===== src/rtl/ula_pkg.sv =====
// Shared ULA definitions: slice width and the serial-subtractor FSM states.
package ula_pkg;

    localparam int unsigned NIBBLE_W = 4;

    typedef enum logic [1:0] {
        IDLE = 2'd0,
        BUSY = 2'd1,
        DONE = 2'd2
    } sub_state_t;

endpackage


===== src/rtl/subtrador.sv =====
// 4-bit ripple-borrow subtractor: s = a - b - cin, cout = borrow out of bit 3.
// Ports:
//   a, b  : 4-bit minuend / subtrahend
//   cin   : borrow in (1 = subtract one more)
//   s     : 4-bit difference
//   cout  : borrow out
module subtrador
    import ula_pkg::*;
(
    input  logic [NIBBLE_W-1:0] a,
    input  logic [NIBBLE_W-1:0] b,
    input  logic                cin,
    output logic [NIBBLE_W-1:0] s,
    output logic                cout
);

    logic [NIBBLE_W:0] brw_c;

    // Full-subtractor chain; borrow propagates when a==b at a bit.
    always_comb begin
        brw_c    = '0;
        s        = '0;
        brw_c[0] = cin;
        for (int i = 0; i < int'(NIBBLE_W); i++) begin
            s[i]       = a[i] ^ b[i] ^ brw_c[i];
            brw_c[i+1] = (~a[i] & b[i]) | (~(a[i] ^ b[i]) & brw_c[i]);
        end
    end

    assign cout = brw_c[NIBBLE_W];

endmodule


===== src/rtl/subtrador_serial_ctrl.sv =====
// Nibble-serial multi-word subtraction sequencer.
// Accepts op_a/op_b/bin on a valid/ready handshake, runs one nibble per cycle
// (LSB first) through a single 4-bit subtractor with a registered borrow chain,
// then presents diff/bout/zero/ovf on a second valid/ready handshake.
// Ports:
//   clk, rst_n               : clock, synchronous active-low reset
//   start_valid/start_ready  : operand handshake
//   op_a, op_b, bin          : minuend, subtrahend, borrow-in (sampled on accept)
//   res_valid/res_ready      : result handshake
//   diff, bout, zero, ovf    : op_a-op_b-bin mod 2^W, borrow-out, diff==0, signed overflow
module subtrador_serial_ctrl
    import ula_pkg::*;
#(
    parameter int unsigned NIBBLES = 4
) (
    input  logic                         clk,
    input  logic                         rst_n,
    input  logic                         start_valid,
    output logic                         start_ready,
    input  logic [NIBBLES*NIBBLE_W-1:0]  op_a,
    input  logic [NIBBLES*NIBBLE_W-1:0]  op_b,
    input  logic                         bin,
    output logic                         res_valid,
    input  logic                         res_ready,
    output logic [NIBBLES*NIBBLE_W-1:0]  diff,
    output logic                         bout,
    output logic                         zero,
    output logic                         ovf
);

    localparam int unsigned CNT_W = (NIBBLES > 1) ? $clog2(NIBBLES) : 1;
    localparam logic [CNT_W-1:0] LAST = CNT_W'(NIBBLES - 1);

    typedef logic [NIBBLES-1:0][NIBBLE_W-1:0] word_t;

    sub_state_t       state_q, state_d;
    word_t            a_q, a_d;
    word_t            b_q, b_d;
    word_t            diff_q, diff_d;
    logic             brw_q, brw_d;
    logic [CNT_W-1:0] cnt_q, cnt_d;
    logic             bout_q, bout_d;
    logic             zero_q, zero_d;
    logic             ovf_q, ovf_d;
    logic             start_ready_q;
    logic             res_valid_q;

    logic [NIBBLE_W-1:0] slice_s;
    logic                slice_cout;

    // Single shared slice; operands selected by the nibble counter.
    subtrador u_slice (
        .a    (a_q[cnt_q]),
        .b    (b_q[cnt_q]),
        .cin  (brw_q),
        .s    (slice_s),
        .cout (slice_cout)
    );

    // Next-state and datapath update.
    always_comb begin
        state_d = state_q;
        a_d     = a_q;
        b_d     = b_q;
        diff_d  = diff_q;
        brw_d   = brw_q;
        cnt_d   = cnt_q;
        bout_d  = bout_q;
        zero_d  = zero_q;
        ovf_d   = ovf_q;

        case (state_q)
            IDLE: begin
                if (start_valid && start_ready_q) begin
                    a_d     = op_a;
                    b_d     = op_b;
                    brw_d   = bin;
                    cnt_d   = '0;
                    state_d = BUSY;
                end
            end
            BUSY: begin
                diff_d[cnt_q] = slice_s;
                brw_d         = slice_cout;
                cnt_d         = cnt_q + CNT_W'(1);
                if (cnt_q == LAST) begin
                    // Flags are taken from diff_d so the final nibble is included.
                    state_d = DONE;
                    bout_d  = slice_cout;
                    zero_d  = (diff_d == '0);
                    ovf_d   = (a_q[NIBBLES-1][NIBBLE_W-1] ^ b_q[NIBBLES-1][NIBBLE_W-1])
                            & (a_q[NIBBLES-1][NIBBLE_W-1] ^ diff_d[NIBBLES-1][NIBBLE_W-1]);
                end
            end
            DONE: begin
                if (res_ready) begin
                    state_d = IDLE;
                end
            end
            default: begin
                state_d = IDLE;
            end
        endcase
    end

    // State and datapath registers; handshake flags track the next state.
    always_ff @(posedge clk) begin
        if (!rst_n) begin
            state_q       <= IDLE;
            a_q           <= '0;
            b_q           <= '0;
            diff_q        <= '0;
            brw_q         <= 1'b0;
            cnt_q         <= '0;
            bout_q        <= 1'b0;
            zero_q        <= 1'b0;
            ovf_q         <= 1'b0;
            start_ready_q <= 1'b1;
            res_valid_q   <= 1'b0;
        end else begin
            state_q       <= state_d;
            a_q           <= a_d;
            b_q           <= b_d;
            diff_q        <= diff_d;
            brw_q         <= brw_d;
            cnt_q         <= cnt_d;
            bout_q        <= bout_d;
            zero_q        <= zero_d;
            ovf_q         <= ovf_d;
            start_ready_q <= (state_d == IDLE);
            res_valid_q   <= (state_d == DONE);
        end
    end

    assign start_ready = start_ready_q;
    assign res_valid   = res_valid_q;
    assign diff        = diff_q;
    assign bout        = bout_q;
    assign zero        = zero_q;
    assign ovf         = ovf_q;

endmodule

===== config.mk =====
export PLATFORM = sky130hd
export DESIGN_NAME = subtrador_serial_ctrl
export DESIGN_NICKNAME = d
export VERILOG_FILES = /design/src/rtl/ula_pkg.sv /design/src/rtl/subtrador.sv /design/src/rtl/subtrador_serial_ctrl.sv
export SDC_FILE = /design/constraint.sdc
export NUM_CORES = 1
export LEC_CHECK = 0
export ABC_AREA = 1
export BUFFER_PORTS_ARGS = -buffer_cell sky130_fd_sc_hd__buf_2
export CORE_MARGIN = 2
export CORE_UTILIZATION = 32
export CTS_CLUSTER_SIZE = 24
export DETAILED_ROUTE_END_ITERATION = 10
export PLACE_DENSITY_LB_ADDON = 0.25
export SYNTH_ARGS = -nofsm -noshare
export SYNTH_HDL_FRONTEND = slang
export SYNTH_SLANG_ARGS = --single-unit

===== constraint.sdc =====
create_clock -name clk -period 9.4 [get_ports clk]
set_clock_uncertainty 0.15 [all_clocks]
set_input_delay 0.94 -clock clk [delete_from_list [all_inputs] [get_ports clk]]
set_output_delay 0.94 -clock clk [all_outputs]
set_load 0.02 [all_outputs]

### Word-level counts from Yosys, hierarchy flattened

Cells that the tools add are included.

* register bits: 58
* latch bits: 0
* bits in writable memories: 0
* memory bits (read-only): 0
* bits of input ports: 37
* logic and storage cells: 83
* memories kept: 0

* add/sub/neg operators: 1
* $mul: 0
* divide/modulo/power cells: 0
* order comparisons: 2
* eq/ne operators: 5
* shift-type cells: 0
* mux-type cells: 15
* bitwise logic cells: 31
* reduce and logical (&&, ||, !) cells: 9

Operators by type and width (number)
* binary-select mux 4 bit (select 2 bit): 2
* bitwise mux 16 bit: 1
* zero test 16 bit: 1
* 2-to-1 mux 4 bit: 3
* bitwise XOR 1 bit: 10
* AND 1 bit: 9
* demux 4 bit (select 2 bit): 1
* 2-to-1 mux 2 bit: 4
* NOT 1 bit: 8
* == test 2 bit (second input constant): 3
* one-hot mux 2 bit (3 select lines): 1
* AND reduction 2 bit: 3
* zero test 2 bit: 2
* OR 1 bit: 4
* one-hot mux 2 bit (2 select lines): 1
* < comparator 2 x 3 -> 1 bit (second input constant): 1
* adder 2 x 1 -> 2 bit (second input constant): 1
* == test 2 x 1 -> 1 bit (second input constant): 1
* >= comparator 2 x 1 -> 1 bit (second input constant): 1
* logical AND 1 bit: 2
* != test 2 bit (second input constant): 1
* one-hot mux 1 bit (2 select lines): 1
* nonzero test 2 bit: 1
* 2-to-1 mux 1 bit: 1

### Longest topological paths before layout

* word-level depth: 14
* depth in mapped cells: 17

### Modules after synthesis

A second synthesis with hierarchy kept.

* cell total of the unflattened synthesis: 370
* area, all modules: 2678.8 µm²

By module, submodules not included
* subtrador_serial_ctrl: instances 1, cells each 356, area each 2561.2 µm², sequential area each 1161.1 µm²
* subtrador: instances 1, cells each 14, area each 117.6 µm², sequential area each 0.0 µm²

### Worst setup path after synthesis

OpenSTA, ideal clock, no wires.

* path kind: reg2reg
* start: register cnt_q[0]
* end: register zero_q, in the netlist zero
* arrival time: 3.156 ns
* setup slack: 6.022 ns
* stages on the path, launching flop included: 18
* path buffers: 2
* cells stage by stage: dfxtp_1 clkbuf_2 inv_1 buf_2 nand2_1 a32o_1 fa_1 fa_1 fa_1 inv_1 fa_1 nand2_1 nand2_1 nor2_1 nand2_1 nor2_1 nand2_1 a21oi_1

* word-level cells in the longest chain between the ends: 13

Ends and longest elaborated chain
* start: declaration: line subtrador_serial_ctrl.sv:41 `logic [CNT_W-1:0] cnt_q, cnt_d;`
* start signal: assignment: line subtrador_serial_ctrl.sv:126 `cnt_q <= cnt_d;`
* binary-select mux 4 bit (select 2 bit), on equally long branches: line subtrador_serial_ctrl.sv:53, subtrador_serial_ctrl.sv:54
* 2-to-1 mux 4 bit, on equally long branches: line subtrador_serial_ctrl.sv:53, subtrador_serial_ctrl.sv:54
* bitwise XOR 1 bit: line subtrador.sv:25, subtrador.sv:26
* NOT 1 bit: line subtrador.sv:26 `brw_c[i+1] = (~a[i] & b[i]) | (~(a[i] ^ b[i]) & brw_c[i]);`
* AND 1 bit: line subtrador.sv:26
* OR 1 bit: line subtrador.sv:26
* AND 1 bit: line subtrador.sv:26
* OR 1 bit: line subtrador.sv:26
* AND 1 bit: line subtrador.sv:26
* OR 1 bit: line subtrador.sv:26
* bitwise XOR 1 bit: line subtrador.sv:25 `s[i] = a[i] ^ b[i] ^ brw_c[i];`
* bitwise mux 16 bit: line subtrador_serial_ctrl.sv:83 `diff_d[cnt_q] = slice_s;`
* zero test 16 bit: line subtrador_serial_ctrl.sv:90 `zero_d = (diff_d == '0);`
* end signal: assignment: line subtrador_serial_ctrl.sv:128 `zero_q <= zero_d;`
* end: declaration: line subtrador_serial_ctrl.sv:43 `logic zero_q, zero_d;`

Several ways; a longest one is shown, not always the timed one. The select of a mux whose other input is x is not followed.
A chain may end at the register's enable or synchronous reset.

### Worst setup path after layout

Ends and elaborated chain as after synthesis.

==> results.toml <==
[outcome]
outcome = "completed"

[floorplanning]
fp.coreArea_mm2 = 0.00809
chipHeight_um = 94.8
floorplan.die.width_um = 94.8
die_area_mm2 = 0.00899
row_count = 33
initial_utilization_pct = 32.6
ioPinCount = 58

[run]
drv_cap = 0

[power]
ir_worst_vdd_uv = 86.9
post-layout-total-power_mw = 0.699
powerDensity_mw_per_mm2 = 219
power.leakage_nw = 1.43

[synth]
synthesis.area_mm2 = 0.00264
post-synth-top-count-cell = "nor2_1"
synth_enable_flop_cells = 0
main_synth_ff_type = "dfxtp_1"
yosysWarnings = 0
async_flop_share_pct = 0
synth.yosys.seq_area_share_pct = 44.0
synth.distinct_cells = 25
syn_nets = 407
synth.largest_area_cell = "dfxtp_1"
flops_latches_synth = 58
synth_top_area_share_pct = 44.0
synth.avg_cell_area_um2 = 7.29
ys_top_cells_by_count = "nor2_1, nand2_1, dfxtp_1, o21ai_0, a21oi_1"
post_synth_main_area_contributors = "dfxtp_1, nor2_1, o21ai_0"
post_synth_inst_count = 362

[clocking]
clock_sink_count = 58
post-cts-setup-buffer-count = 0
postCtsHoldBufs = 0
root_buffer = "clkbuf_8"
numCtsBuffers = 9
cts_resized = 0
clock_tree_from_tritoncts = "yes"
clock_tree.htree_level_count = 3
clock_pin_slew_on_the_worst_setup_and_hold_paths_ns = 0.07
clock_insertion_delay_worst_skew_ns = 0.34
ctsLongestPathBuffers = 2

[finish]
layout-area-overhead-vs-synth_pct = 20.9
final_cells = 521
fin_nets = 456
number_of_diodes_added_for_antenna_fixing = 0
final_layout_size_suffix_gt1_share_pct = 20.2

[drt]
vias_per_cell = 4.64
initial_detailed_routing_violation_count = 153
dr_wl_met3_um = 329
routed_wire_length_per_instance_um = 12.1
dr_total_vias = 2419
top_layer = "met4"
ant_nets = 0
drtPass1Iterations = 6
amount_of_wire_on_met2_after_detailed_routing_um = 2800
routed_wirelength_um = 6300
route.layer.met1.wl_um = 3090
drt_drc_violations_left = 0

[critical_path]
path_max_fanout = 21
worst_path_largest_cell_delay_ns = 0.67
cp-end-kind = "register"
critPathLaunchType = "register"
crit_path_top_delay_cell = "dfxtp_1"
timing.setup.critical_path_class = "reg2reg"
worst_ep_arrival_time_ns = 4.23
required_ns = 9.51
crit_chain = "inv_1 > o21ai_0 > o22ai_1 > fa_1 > fa_1 > fa_1 > inv_1 > fa_1 > nand2_1 > nand2_1 > nor2_1 > nand2_1 > nor2_1 > nand2_1 > a21oi_1"

[timing]
final_max_slew_viol_count = 0
setup_repair_after_global_routing_missed_its_margin = "no"
worstMarginPinSlew_ns = 0.677
worst_hold_slack_ns = 0.316
finalWorstPathRequiredPeriod_ns = 4.11
finalSetupViolations = 0
totalNegativeSetupSlack_ns = 0
layout_worst_path_cycle_share_pct = 43.8
maxClockFrequency_ghz = 0.243
final-hold-violation-count = 0
slew_headroom_pct = 54.8

[placed_design]
port_buffers = 57
placed_cells_incl_taps = 505
post-dp-hpwl_um = 4520
rd_place_congestion = 0.812

[grt]
grt_max_degree = 50
grtUsageTotal_pct = 14.9
grt_first_pass_wirelength_um = 10400
grt_pass1_vias = 2254
antenna_found_initial = 0
grt_overflow_total = 0

[worst_hold_path]
hold_class = "reg2reg"
[area by class of cell]
class                   instances  area (µm²)
inverters                      21        78.8
flip-flops and latches         58        1160
clock inverters                 5         100
clock buffers                  11         151
multi-input cells             263        1270
fillers                       898        4900
repair buffers                 58         293
well taps                     105         131
[report_power, final]
| part | switching [mW] | internal (mW) | total, mW |
|---|---|---|---|
| sequential | 0.0138 | 0.265 | 0.279 |
| clock | 0.0980 | 0.190 | 0.288 |
| combinational | 0.0843 | 0.0478 | 0.132 |
| total | 0.196 | 0.503 | 0.699 |
[through the flow]
step	setup WS [ns]	utilization [%]	cell area (µm²)
4_1_cts	5.30	39.4	3190
5_1_grt	4.92	39.4	3190
6_report	5.29	39.4	3190
2_1_floorplan	6.02	-	2640
3_3_place_gp	5.49	36.3	2940
3_5_place_dp	5.32	36.3	2940
[logic make-up after synthesis]
logic type / count (synthesis) / synth area share, %
adder cells (fa/ha/maj): 8 / 4.93
flip-flops: 58 / 44.0
AO/OA/AOI/OAI: 98 / 20.1
AND/OR/NAND/NOR: 157 / 23.3
buffers and inverters: 41 / 7.72
[cell usage in the layout, fill, tap and decap left out, drive strengths merged]
cell type,synthesis,routed
nor2,89,89
nand2,62,62
o21ai,60,60
dfxtp,58,58
buf,11,58
inv,20,20
a21oi,17,17
a31oi,12,12
clkbuf,9,11
o22ai,4,4
fa,4,4
ha,4,4
a32o,3,3
bufinv,0,3
nand3,3,3
clkinv,1,3
a211oi,2,2
nand4,2,2
or2,1,1
[flip-flops by register name (all words and copies together), names as in the netlist, 2 cells and up]
| register | flops |
|---|---|
| diff | 16 |
| cnt_q | 2 |
| a_q | 16 |
| state_q | 2 |
| b_q | 16 |
[layer usage]
metal  GRT usage, %  up-vias
met4           3.99        0
met1           18.9     1070
met5              0        -
li1               -     1287
met2           23.5       55
met3           6.07        7
[worst paths after layout]
| kind | slack, ns | endpoint | cells past startpoint | start |
|---|---|---|---|---|
| setup / recovery | 5.29 | zero | 15 | cnt_q[0] |
| hold / removal | 0.32 | diff[13] | 2 | diff[13] |
| hold reg to reg | 0.32 | diff[13] | 2 | diff[13] |
| setup reg to reg | 5.29 | zero | 15 | cnt_q[0] |
[critical path, delay by kind of cell, from the launching register on]
kind	cells	cell delay [ns]
buffers and inverters	2	0.53
adders and majority gates	4	1.69
AOI/OAI and AO/OA	3	0.54
DFF	1	0.67
and+or+nand+nor	6	0.47
No activity file was read; power rests on OpenSTA's default activity.
